==> src/rtl/shared_ram_arbiter.sv <==
// Round-robin arbiter sharing one single-port RAM among REQUESTERS clients.
// Define SHARED_RAM_ARBITER_FIXED_PRIORITY_EN for lowest-index-wins arbitration.
module shared_ram_arbiter #(
  parameter int REQUESTERS    = 2,
  parameter int WIDTH         = 8,
  parameter int DEPTH         = 16,
  parameter int ADDRESS_WIDTH = $clog2(DEPTH)
) (
  input  logic                                clock,
  input  logic                                reset,
  input  logic [REQUESTERS-1:0]               request_valid,
  output logic [REQUESTERS-1:0]               request_ready,
  input  logic [REQUESTERS-1:0]               request_write,
  input  logic [REQUESTERS*ADDRESS_WIDTH-1:0] request_address,
  input  logic [REQUESTERS*WIDTH-1:0]         request_write_data,
  output logic [REQUESTERS-1:0]               response_valid,
  output logic [WIDTH-1:0]                    response_data,
  output logic                                memory_write_enable,
  output logic                                memory_read_enable,
  output logic [ADDRESS_WIDTH-1:0]            memory_address,
  output logic [WIDTH-1:0]                    memory_write_data,
  input  logic [WIDTH-1:0]                    memory_read_data
);

  localparam int POINTER_WIDTH = (REQUESTERS > 1) ? $clog2(REQUESTERS) : 1;

  logic [POINTER_WIDTH-1:0] priority_pointer_s;
  logic [POINTER_WIDTH-1:0] next_pointer_s;
  logic [REQUESTERS-1:0]    grant_s;
  logic                     found_s;
  logic [REQUESTERS-1:0]    response_valid_r;

  // Grant search: first valid index at or after the pointer, then wrap to the indices below it.
  always_comb begin
    grant_s        = '0;
    found_s        = 1'b0;
    next_pointer_s = '0;
    for (int k = 0; k < REQUESTERS; k++) begin
      if (!found_s && !reset && (k >= int'(priority_pointer_s)) && request_valid[k]) begin
        found_s        = 1'b1;
        grant_s[k]     = 1'b1;
        next_pointer_s = (k == REQUESTERS - 1) ? '0 : POINTER_WIDTH'(k + 1);
      end else begin
        found_s = found_s;
      end
    end
    for (int k = 0; k < REQUESTERS; k++) begin
      if (!found_s && !reset && (k < int'(priority_pointer_s)) && request_valid[k]) begin
        found_s        = 1'b1;
        grant_s[k]     = 1'b1;
        next_pointer_s = (k == REQUESTERS - 1) ? '0 : POINTER_WIDTH'(k + 1);
      end else begin
        found_s = found_s;
      end
    end
  end

  assign request_ready = grant_s;

  // RAM drive muxed from the granted client; all-zero when nobody is granted.
  always_comb begin
    memory_write_enable = 1'b0;
    memory_read_enable  = 1'b0;
    memory_address      = '0;
    memory_write_data   = '0;
    for (int k = 0; k < REQUESTERS; k++) begin
      if (grant_s[k]) begin
        memory_write_enable = request_write[k];
        memory_read_enable  = !request_write[k];
        memory_address      = request_address[k*ADDRESS_WIDTH +: ADDRESS_WIDTH];
        memory_write_data   = request_write_data[k*WIDTH +: WIDTH];
      end else begin
        memory_write_enable = memory_write_enable;
      end
    end
  end

`ifdef SHARED_RAM_ARBITER_FIXED_PRIORITY_EN
  assign priority_pointer_s = '0;
`else
  logic [POINTER_WIDTH-1:0] priority_pointer_r;

  // Rotate the pointer past the client that was just served; hold it on idle cycles.
  always_ff @(posedge clock) begin
    if (reset) begin
      priority_pointer_r <= '0;
    end else if (found_s) begin
      priority_pointer_r <= next_pointer_s;
    end else begin
      priority_pointer_r <= priority_pointer_r;
    end
  end

  assign priority_pointer_s = priority_pointer_r;
`endif

  // Flag the reading client for the cycle its RAM data comes back.
  always_ff @(posedge clock) begin
    if (reset) begin
      response_valid_r <= '0;
    end else begin
      response_valid_r <= grant_s & ~request_write;
    end
  end

  assign response_valid = response_valid_r;
  assign response_data  = (|response_valid_r) ? memory_read_data : '0;

endmodule

==> config.mk <==
export PLATFORM = sky130hd
export DESIGN_NAME = shared_ram_arbiter
export DESIGN_NICKNAME = d
export VERILOG_FILES = /design/src/rtl/shared_ram_arbiter.sv
export SDC_FILE = /design/constraint.sdc
export NUM_CORES = 1
export LEC_CHECK = 0
export ABC_AREA = 1
export CORE_MARGIN = 2
export CORE_UTILIZATION = 29
export CTS_CLUSTER_SIZE = 40
export DETAILED_ROUTE_END_ITERATION = 12
export GPL_TIMING_DRIVEN = 0
export PLACE_DENSITY = 0.95
export SETUP_SLACK_MARGIN = 0.15
export SLEW_MARGIN = 20
export SYNTH_ARGS = -nofsm -noshare
export SYNTH_HDL_FRONTEND = slang
export SYNTH_SLANG_ARGS = --single-unit
==> constraint.sdc <==
create_clock -name clock -period 2.4 [get_ports clock]
set_clock_uncertainty 0.05 [all_clocks]
set_input_delay 0.72 -clock clock [delete_from_list [all_inputs] [get_ports clock]]
set_output_delay 0.72 -clock clock [all_outputs]
set_load 0.05 [all_outputs]
==> flow_metrics.py, run 1 <==
metrics = {
    "place": {
        "io_buffers": 62,
        "gp_congestion": 0.663,
        "dpl_cell_area_sq_um": 1230,
        "dp.cells": 171,
        "hpwl_um": 1720,
    },
    "floorplanning": {
        "ioPinCount": 64,
        "rows": 15,
        "dieArea_sq_um": 2260,
        "dieHeight_um": 47.6,
        "start_util": 0.312,
        "die_x_um": 47.6,
        "core_area_sq_um": 1760,
    },
    "critical_path": {
        "path_class": "in2out",
        "crit_chain": "clkdlybuf4s50_1 -> nand4_1 -> nand2_2 -> buf_8",
        "crit_fanout": 1,
        "arrival_ns": 1.59,
        "worstPathRequired_ns": 1.63,
        "crit_slowest_cell": "clkdlybuf4s50_1",
        "path_delay_family": "buffers and inverters",
        "cp-end-kind": "output port",
        "crit_buf_inv": 2,
        "slowest_delay_ns": 0.46,
        "cp-start-kind": "input port",
    },
    "logic_synthesis": {
        "syn_area_sq_um": 551,
        "syn_avg_cell_area_sq_um": 6.55,
        "ys_warn_count": 0,
        "synth-seq-cells": 3,
        "ys_seq_area_frac": 0.109,
        "synth_top_area_cell": "nand3_2",
        "yosys-top-cells-area": "nand3_2 (16%), nand4_1 (16%), dfxtp_1 (11%)",
        "synth_cell_types": 14,
        "netlist_instances": 84,
        "yosysTopAreaCellShare": 0.164,
        "syn_nets": 122,
    },
    "global_routing": {
        "grt_pass1_vias": 972,
        "grt_overflow_total": 0,
        "grt_usage": 0.279,
        "grt_max_degree": 11,
        "grt_pass1_wl_um": 4310,
        "antenna_found_initial": 0,
    },
    "power": {
        "p_per_area_nw_per_um2": 331,
        "switching_power_uw": 236,
        "power_frac_seq": 0.109,
        "pwr-share-comb": 0.716,
        "power.share.switching": 0.451,
        "cellInternalPower_uw": 287,
        "vdd_drop_max_uv": 339,
        "power_leakage_nw": 0.824,
        "power_frac_clock": 0.175,
    },
    "detailed_routing": {
        "wire_per_inst_um": 17.1,
        "viasPerCell": 5.15,
        "drc": 0,
        "drt-initial-drc-count": 21,
        "wirelength_um": 3180,
        "vias": 957,
        "detail-route-antenna-nets": 0,
        "firstDrtPassIters": 4,
    },
    "cells_and_area": {
        "nNetsFinal": 200,
        "fin_cells": 186,
        "drive_gt1_frac": 0.528,
        "fin_area_sq_um": 1580,
        "multiInputGateArea_sq_um": 448,
        "diodes": 0,
        "area_growth_pct": 187,
        "layout_common_cells": "buf_6 (19), dlygate4sd2_1 (17), nand4_1 (14)",
        "layout_commonest_cell": "buf_6",
        "final_util": 0.894,
        "n_fill_cell": 87,
        "regArea_sq_um": 60.1,
    },
    "timing": {
        "setup_viol": 0,
        "worst_pin_slew_ns": 0.510,
        "period_share": 0.985,
        "rsz0062_at_grt": "true",
        "fin_crit_ns": 2.36,
        "finalMaxSlewViolations": 0,
        "relSlewSlack": 0.660,
        "final-hold-violation-count": 0,
        "max_freq_ghz": 0.423,
    },
    "status": {
        "status": "complete, no violations",
    },
    "clock_network": {
        "cts_tree": "done",
        "holdBufCountCts": 0,
        "clkSlewWorstSetupHoldPaths_ns": 0.04,
        "cts.htree.levels": 1,
        "cts_root_buf": "clkbuf_4",
        "insertion_delay_ns": 0.24,
        "cts_sinks": 3,
        "cts_buffers": 3,
        "clockBufferDepth": 2,
    },
    "min_path": {
        "holdCritPathClass": "reg2reg",
    },
    "run": {
        "drv_cap": 0,
    },
}
## logic make-up after synthesis
kind of cell | after synthesis | share of synthesized area
AO/OA/AOI/OAI | 1 | 0.00908
buffers and inverters | 23 | 0.282
AND/OR/NAND/NOR | 57 | 0.600
flip-flops | 3 | 0.109
## power by group through the flow
stage | Combinational (mW) | Sequential [mW] | Clock (mW)
after global routing | 0.388 | 0.0570 | 0.101
after global placement | 0.286 | 0.0554 | 0
after floorplan | 0.165 | 0.0602 | 0
final | 0.374 | 0.0571 | 0.0916
after CTS | 0.354 | 0.0549 | 0.0931
after detailed placement | 0.292 | 0.0555 | 0
## worst min-delay path: stages (launching register included)
cell and delay [ns]:
dfxtp_1 0.37, o21ai_0 0.20, nor2_1 0.04
## cells in the mapped netlist
| cell | count |
|---|---|
| dfxtp_1 | 3 |
| inv_1 | 15 |
| clkbuf_8 | 3 |
| o21ai_0 | 1 |
| inv_2 | 1 |
| nand2_4 | 2 |
| nor2_1 | 10 |
| buf_12 | 1 |
| nand3_2 | 9 |
| nand2_2 | 1 |
| nand2_1 | 15 |
| buf_6 | 3 |
| nand4_1 | 14 |
| nand3_1 | 6 |
## path summary, 6_finish.rpt
path | slack (ns) | end | from | cells past startpoint
worst max-delay path | 0.04 | memory_write_data[2] | request_write_data[2] | 4
worst min-delay path | 0.61 | priority_pointer_r | priority_pointer_r | 2
worst max register to register | 1.21 | response_valid[0] | priority_pointer_r | 6
worst min register to register | 0.61 | priority_pointer_r | priority_pointer_r | 2
## state kept, by name (all words and copies together), names as in the netlist
signal	count
priority_pointer_r	1
response_valid	2
## area by class of cell
cell class,count,area share
Buffer,7,0.0706
Clock buffer,4,0.0167
Inverter,16,0.0436
Multi-Input combinational cell,58,0.284
Sequential cell,3,0.0381
Tap cell,25,0.0198
Timing Repair Buffer,73,0.527
## routing by layer
layer  track usage  wire (um)
met1         0.246       1030
met2         0.570       1820
met3        0.0566        180
met4         0.157        138
met5             0          0
## timing repair
| action | in CTS | in global routing |
|---|---|---|
| pin swaps | 28 | 15 |
| endpoints found under the setup margin | 24 | 23 |
| resized for setup | 226 | 21 |
| endpoints found under the hold margin | 0 | 0 |
| cloned | 3 | 0 |
| setup buffers | 8 | 0 |
## per-stage QoR
| step | total power [mW] | worst slack, ns | setup TNS (ns) | hold WS, ns |
|---|---|---|---|---|
| 2_1_floorplan | 0.225 | 0.112 | 0 | 0.483 |
| 3_3_place_gp | 0.342 | -0.921 | -17.48 | 0.501 |
| 3_5_place_dp | 0.347 | -0.968 | -18.16 | 0.519 |
| 4_1_cts | 0.502 | 0.106 | 0 | 0.539 |
| 5_1_grt | 0.546 | 0.0132 | 0 | 0.638 |
| 6_report | 0.523 | 0.0369 | 0 | 0.608 |
Power figures use the tool's default switching activity.
==> run 2, diff against run 1 <==
--- a/config.mk
+++ b/config.mk
@@ -7,11 +7,11 @@
 export LEC_CHECK = 0
 export ABC_AREA = 1
 export CORE_MARGIN = 2
-export CORE_UTILIZATION = 29
+export CORE_UTILIZATION = 27
 export CTS_CLUSTER_SIZE = 40
 export DETAILED_ROUTE_END_ITERATION = 12
 export GPL_TIMING_DRIVEN = 0
-export PLACE_DENSITY = 0.95
+export PLACE_DENSITY = 0.9
 export SETUP_SLACK_MARGIN = 0.15
 export SLEW_MARGIN = 20
 export SYNTH_ARGS = -nofsm -noshare
==> constraint.sdc (replaced) <==
create_clock -name clock -period 2.7 [get_ports clock]
set_clock_uncertainty 0.05 [all_clocks]
set_input_delay 0.81 -clock clock [delete_from_list [all_inputs] [get_ports clock]]
set_output_delay 0.81 -clock clock [all_outputs]
set_load 0.05 [all_outputs]
==> flow_metrics.py, run 2 (synthesis gave the netlist of run 1 again) <==
metrics = {
    "status": {
        "status": "complete, no violations",
    },
    "floorplanning": {
        "ioPinCount": 64,
        "die_x_um": 49.2,
        "core_area_sq_um": 1940,
        "start_util": 0.284,
        "rows": 16,
        "dieHeight_um": 49.2,
        "dieArea_sq_um": 2420,
    },
    "global_routing": {
        "grt_overflow_total": 0,
        "grt_pass1_vias": 777,
        "antenna_found_initial": 0,
        "grt_pass1_wl_um": 3400,
        "grt_usage": 0.183,
        "grt_max_degree": 11,
    },
    "clock_network": {
        "clkSlewWorstSetupHoldPaths_ns": 0.03,
        "cts.htree.levels": 1,
        "cts_buffers": 3,
        "cts_root_buf": "clkbuf_4",
        "cts_sinks": 3,
        "clockBufferDepth": 2,
        "insertion_delay_ns": 0.23,
        "cts_tree": "done",
        "holdBufCountCts": 0,
    },
    "run": {
        "drv_cap": 0,
    },
    "timing": {
        "setup_ws_ns": 0.138,
        "setup_viol": 0,
        "max_freq_ghz": 0.390,
        "fin_setup_tns_ns": 0,
        "rsz0062_at_grt": "true",
        "finalMaxSlewViolations": 0,
        "fin_crit_ns": 2.56,
        "hold_slack_ns": 0.524,
        "final-hold-violation-count": 0,
        "worst_pin_slew_ns": 0.524,
        "relSlewSlack": 0.649,
        "period_share": 0.949,
    },
    "cells_and_area": {
        "drive_gt1_frac": 0.361,
        "largest_reg_flops": 2,
        "multiInputGateArea_sq_um": 347,
        "layout_common_cells": "clkdlybuf4s50_1 (36), buf_6 (19), nand2_1 (15)",
        "layout_commonest_cell": "clkdlybuf4s50_1",
        "diodes": 0,
        "n_fill_cell": 165,
        "nNetsFinal": 194,
        "fin_cells": 182,
        "area_growth_pct": 138,
        "regArea_sq_um": 60.1,
    },
    "critical_path": {
        "worstPathRequired_ns": 1.84,
        "r2r-start": "priority_pointer_r",
        "worst-r2r-cell-count": 4,
        "crit_chain": "clkdlybuf4s50_1 -> nand4_1 -> nand2_1 -> buf_6",
        "reg2reg_slack_ns": 1.76,
        "slowest_delay_ns": 0.48,
        "crit_fanout": 1,
        "crit_slowest_cell": "clkdlybuf4s50_1",
        "cp-end-kind": "output port",
        "reg2reg_to": "response_valid[0]",
        "path_class": "in2out",
        "cp-start-kind": "input port",
        "arrival_ns": 1.70,
    },
    "min_path": {
        "holdCritPathClass": "reg2reg",
        "worstHoldEndpoint": "priority_pointer_r",
        "min_from": "priority_pointer_r",
        "min_path_cells": 2,
    },
    "detailed_routing": {
        "wire_per_inst_um": 13.6,
        "detail-route-antenna-nets": 0,
        "viasPerCell": 4.73,
        "firstDrtPassIters": 2,
        "wirelength_um": 2470,
        "drt-initial-drc-count": 5,
        "vias": 860,
        "drc": 0,
    },
    "place": {
        "pre_cts_slack_ns": -0.831,
        "hpwl_um": 1780,
        "io_buffers": 62,
        "dp.cells": 173,
        "gp_congestion": 0.692,
    },
    "power": {
        "vdd_drop_max_uv": 267,
        "power_leakage_nw": 0.678,
        "p_per_area_nw_per_um2": 311,
        "finalPower_uw": 409,
    },
}
[run 2: cell types whose count changed in the layout (fill, tap and decap cells not counted), sizes merged]
cell | previous run | this run
buf | 41 | 32
clkbuf | 7 | 10
clkdlybuf4s50 | 11 | 36
clkinvlp | 1 | 0
dlygate4sd2 | 17 | 0
dlymetal6s2s | 8 | 0
inv | 15 | 16
[run 2: critical path, delay by kind of cell]
kind,cells,cell delay (ns)
buf+inv,2,0.64
simple gates,2,0.25
[run 2: cell type report]
class                   instances  share of cell area
repair buffers                 67               0.522
multi-input cells              58               0.264
plain buffers                   7              0.0744
inverters                      16              0.0477
flip-flops and latches          3              0.0458
well taps                      27              0.0257
clock buffers                   4              0.0200
[run 2: power by group]
group | switching [mW] | internal [mW] | leakage (nW)
Combinational | 0.155 | 0.126 | 0.639
Sequential | 0.00172 | 0.0470 | 0.0247
Clock | 0.0237 | 0.0554 | 0.0150
Total | 0.180 | 0.228 | 0.678
[run 2: worst max path at each step]
stage / start / endpoint / slack (ns) / depth (start not counted)
after floorplan: request_valid[0] / memory_address[2] / 0.23 / 7
after global placement: request_valid[1] / memory_address[2] / -0.78 / 7
after detailed placement: request_valid[1] / memory_write_data[1] / -0.83 / 7
after CTS: request_valid[1] / memory_write_data[1] / 0.15 / 7
after global routing: request_write_data[1] / memory_write_data[1] / 0.14 / 4
final: request_write_data[1] / memory_write_data[1] / 0.14 / 4
[run 2: per-stage QoR]
step	utilization	cell area, sq um
2_1_floorplan	-	551
3_3_place_gp	0.620	1200
3_5_place_dp	0.620	1200
4_1_cts	0.618	1200
5_1_grt	0.676	1310
6_report	0.676	1310
[run 2: what timing repair did]
item                       4_1_cts  5_1_grt
buffers inserted                 0        1
pin swaps                        2        7
setup endpoints to repair       24       21
cloned                           1        3
gates resized for setup        152       25
[run 2: layer usage]
layer | up-vias | track usage | share of wire
met1 | 396 | 0.170 | 0.36
li1 | 416 | - | -
met3 | 6 | 0.0399 | 0.066
met5 | - | 0 | 0
met2 | 42 | 0.358 | 0.55
met4 | 0 | 0.105 | 0.024
==> run 3, diff against run 2 <==
==> constraint.sdc (replaced) <==
create_clock -name clock -period 2.7 [get_ports clock]
set_clock_uncertainty 0.05 [all_clocks]
set_input_delay 0.81 -clock clock [delete_from_list [all_inputs] [get_ports clock]]
set_output_delay 0.81 -clock clock [all_outputs]
set_load 0.02 [all_outputs]
==> flow_metrics.py, run 3 (synthesis gave the netlist of run 1 again) <==
metrics = {
    "global_routing": {
        "grt_usage": 0.179,
        "grt_overflow_total": 0,
        "grt_pass1_wl_um": 3320,
        "antenna_found_initial": 0,
        "grt_pass1_vias": 753,
        "grt_max_degree": 11,
    },
    "power": {
        "power_frac_seq": 0.157,
        "p_per_area_nw_per_um2": 275,
        "cellInternalPower_uw": 196,
        "power.share.switching": 0.369,
        "vdd_drop_max_uv": 221,
        "finalPower_uw": 311,
        "power_leakage_nw": 0.629,
        "pwr-share-comb": 0.588,
        "switching_power_uw": 115,
        "power_frac_clock": 0.255,
    },
    "detailed_routing": {
        "detail-route-antenna-nets": 0,
        "met2_length_um": 1160,
        "vias": 810,
        "drc": 0,
        "firstDrtPassIters": 4,
        "wirelength_um": 2070,
        "wire_per_inst_um": 11.5,
        "wl_met1_um": 772,
        "dr_wl_met3_um": 136,
        "maxUsedRoutingLayer": "met3",
        "viasPerCell": 4.53,
        "drt-initial-drc-count": 5,
    },
    "clock_network": {
        "cts_tree": "done",
        "clockBufferDepth": 2,
        "holdBufCountCts": 0,
        "cts_buffers": 3,
        "cts_sinks": 3,
        "insertion_delay_ns": 0.23,
        "cts_root_buf": "clkbuf_4",
        "cts.htree.levels": 1,
        "clkSlewWorstSetupHoldPaths_ns": 0.03,
    },
    "critical_path": {
        "crit_fanout": 10,
        "path_class": "in2out",
        "cp-end-kind": "output port",
        "worst-r2r-cell-count": 4,
        "reg2reg_to": "response_valid[0]",
        "arrival_ns": 1.64,
        "r2r-start": "priority_pointer_r",
        "reg2reg_slack_ns": 1.82,
        "worstPathRequired_ns": 1.84,
        "cp-start-kind": "input port",
    },
    "timing": {
        "max_freq_ghz": 0.400,
        "finalMaxSlewViolations": 0,
        "final-hold-violation-count": 0,
        "period_share": 0.926,
        "rsz0062_at_grt": "false",
        "fin_crit_ns": 2.50,
        "setup_viol": 0,
        "relSlewSlack": 0.671,
        "hold_slack_ns": 0.521,
        "worst_pin_slew_ns": 0.491,
    },
    "run": {
        "drv_cap": 0,
    },
    "min_path": {
        "min_from": "priority_pointer_r",
        "worstHoldEndpoint": "priority_pointer_r",
        "holdCritPathClass": "reg2reg",
        "min_path_cells": 2,
    },
    "status": {
        "status": "complete, no violations",
    },
    "place": {
        "hpwl_um": 1780,
        "dp.cells": 173,
        "io_buffers": 62,
        "gp_congestion": 0.692,
        "dpl_cell_area_sq_um": 1200,
    },
    "cells_and_area": {
        "diodes": 0,
        "drive_gt1_frac": 0.336,
        "largest_reg_flops": 2,
        "fin_cells": 179,
        "nNetsFinal": 191,
        "area_growth_pct": 105,
        "fin_area_sq_um": 1130,
        "layout_common_cells": "clkdlybuf4s50_1 (36), buf_2 (21), nand2_1 (15)",
        "layout_commonest_cell": "clkdlybuf4s50_1",
    },
    "floorplanning": {
        "dieHeight_um": 49.2,
        "die_x_um": 49.2,
        "core_area_sq_um": 1940,
        "dieArea_sq_um": 2420,
        "rows": 16,
        "start_util": 0.284,
        "ioPinCount": 64,
    },
}
## run 3: changes by cell type in the layout (fill, tap and decap cells not counted), moves of 2 or more
cell | previous run | this run
buf_8 | 3 | 0
clkbuf_8 | 1 | 3
buf_6 | 19 | 3
buf_4 | 6 | 4
clkbuf_4 | 5 | 3
buf_2 | 3 | 21
clkbuf_16 | 2 | 0
## run 3: cell type report
| type | count | area [sq um] |
|---|---|---|
| flip-flops and latches | 3 | 60.1 |
| multi-input cells | 58 | 335 |
| repair buffers | 64 | 520 |
| clock buffers | 4 | 26.3 |
| well taps | 27 | 33.8 |
| plain buffers | 7 | 95.1 |
| inverters | 16 | 60.1 |
| fillers | 201 | 811 |
## run 3: power groups by stage
stage	clock (mW)	combinational, mW	sequential (mW)
3_5_place_dp	0	0.203	0.0494
5_1_grt	0.0858	0.197	0.0491
2_1_floorplan	0	0.0910	0.0508
4_1_cts	0.0851	0.185	0.0488
3_3_place_gp	0	0.198	0.0492
6_report	0.0793	0.183	0.0487
## run 3: repair_timing
action	in CTS	in global routing
endpoints found under the setup margin	24	14
pin swaps	1	2
resized for setup	95	7
setup buffers	0	2
## run 3: worst max-delay path, cell delays in order
cell           delay [ns]
dlygate4sd2_1        0.25
inv_2                0.08
clkbuf_8             0.16
nand4_1              0.12
nand2_1              0.09
buf_4                0.13
## run 3: routing by layer
| layer | track usage | vias up |
|---|---|---|
| li1 | - | 410 |
| met1 | 0.166 | 366 |
| met2 | 0.356 | 34 |
| met3 | 0.0399 | 0 |
| met4 | 0.0857 | 0 |
| met5 | 0 | - |
## run 3: worst max-delay path by stage
stage | from | slack, ns | end | cells after the start
6_report | reset | 0.20 | memory_read_enable | 6
3_3_place_gp | request_valid[1] | -0.58 | memory_address[2] | 7
5_1_grt | reset | 0.15 | memory_read_enable | 6
2_1_floorplan | request_valid[0] | 0.41 | memory_address[2] | 7
4_1_cts | memory_read_data[3] | 0.15 | response_data[3] | 4
3_5_place_dp | request_valid[1] | -0.63 | memory_write_data[1] | 7
## run 3: stage by stage
stage          TNS, ns  setup slack [ns]  utilization
2_1_floorplan        0             0.411            -
3_3_place_gp     -9.78            -0.580        0.620
3_5_place_dp    -10.59            -0.632        0.620
4_1_cts              0             0.155        0.592
5_1_grt              0             0.153        0.582
6_report             0             0.199        0.582
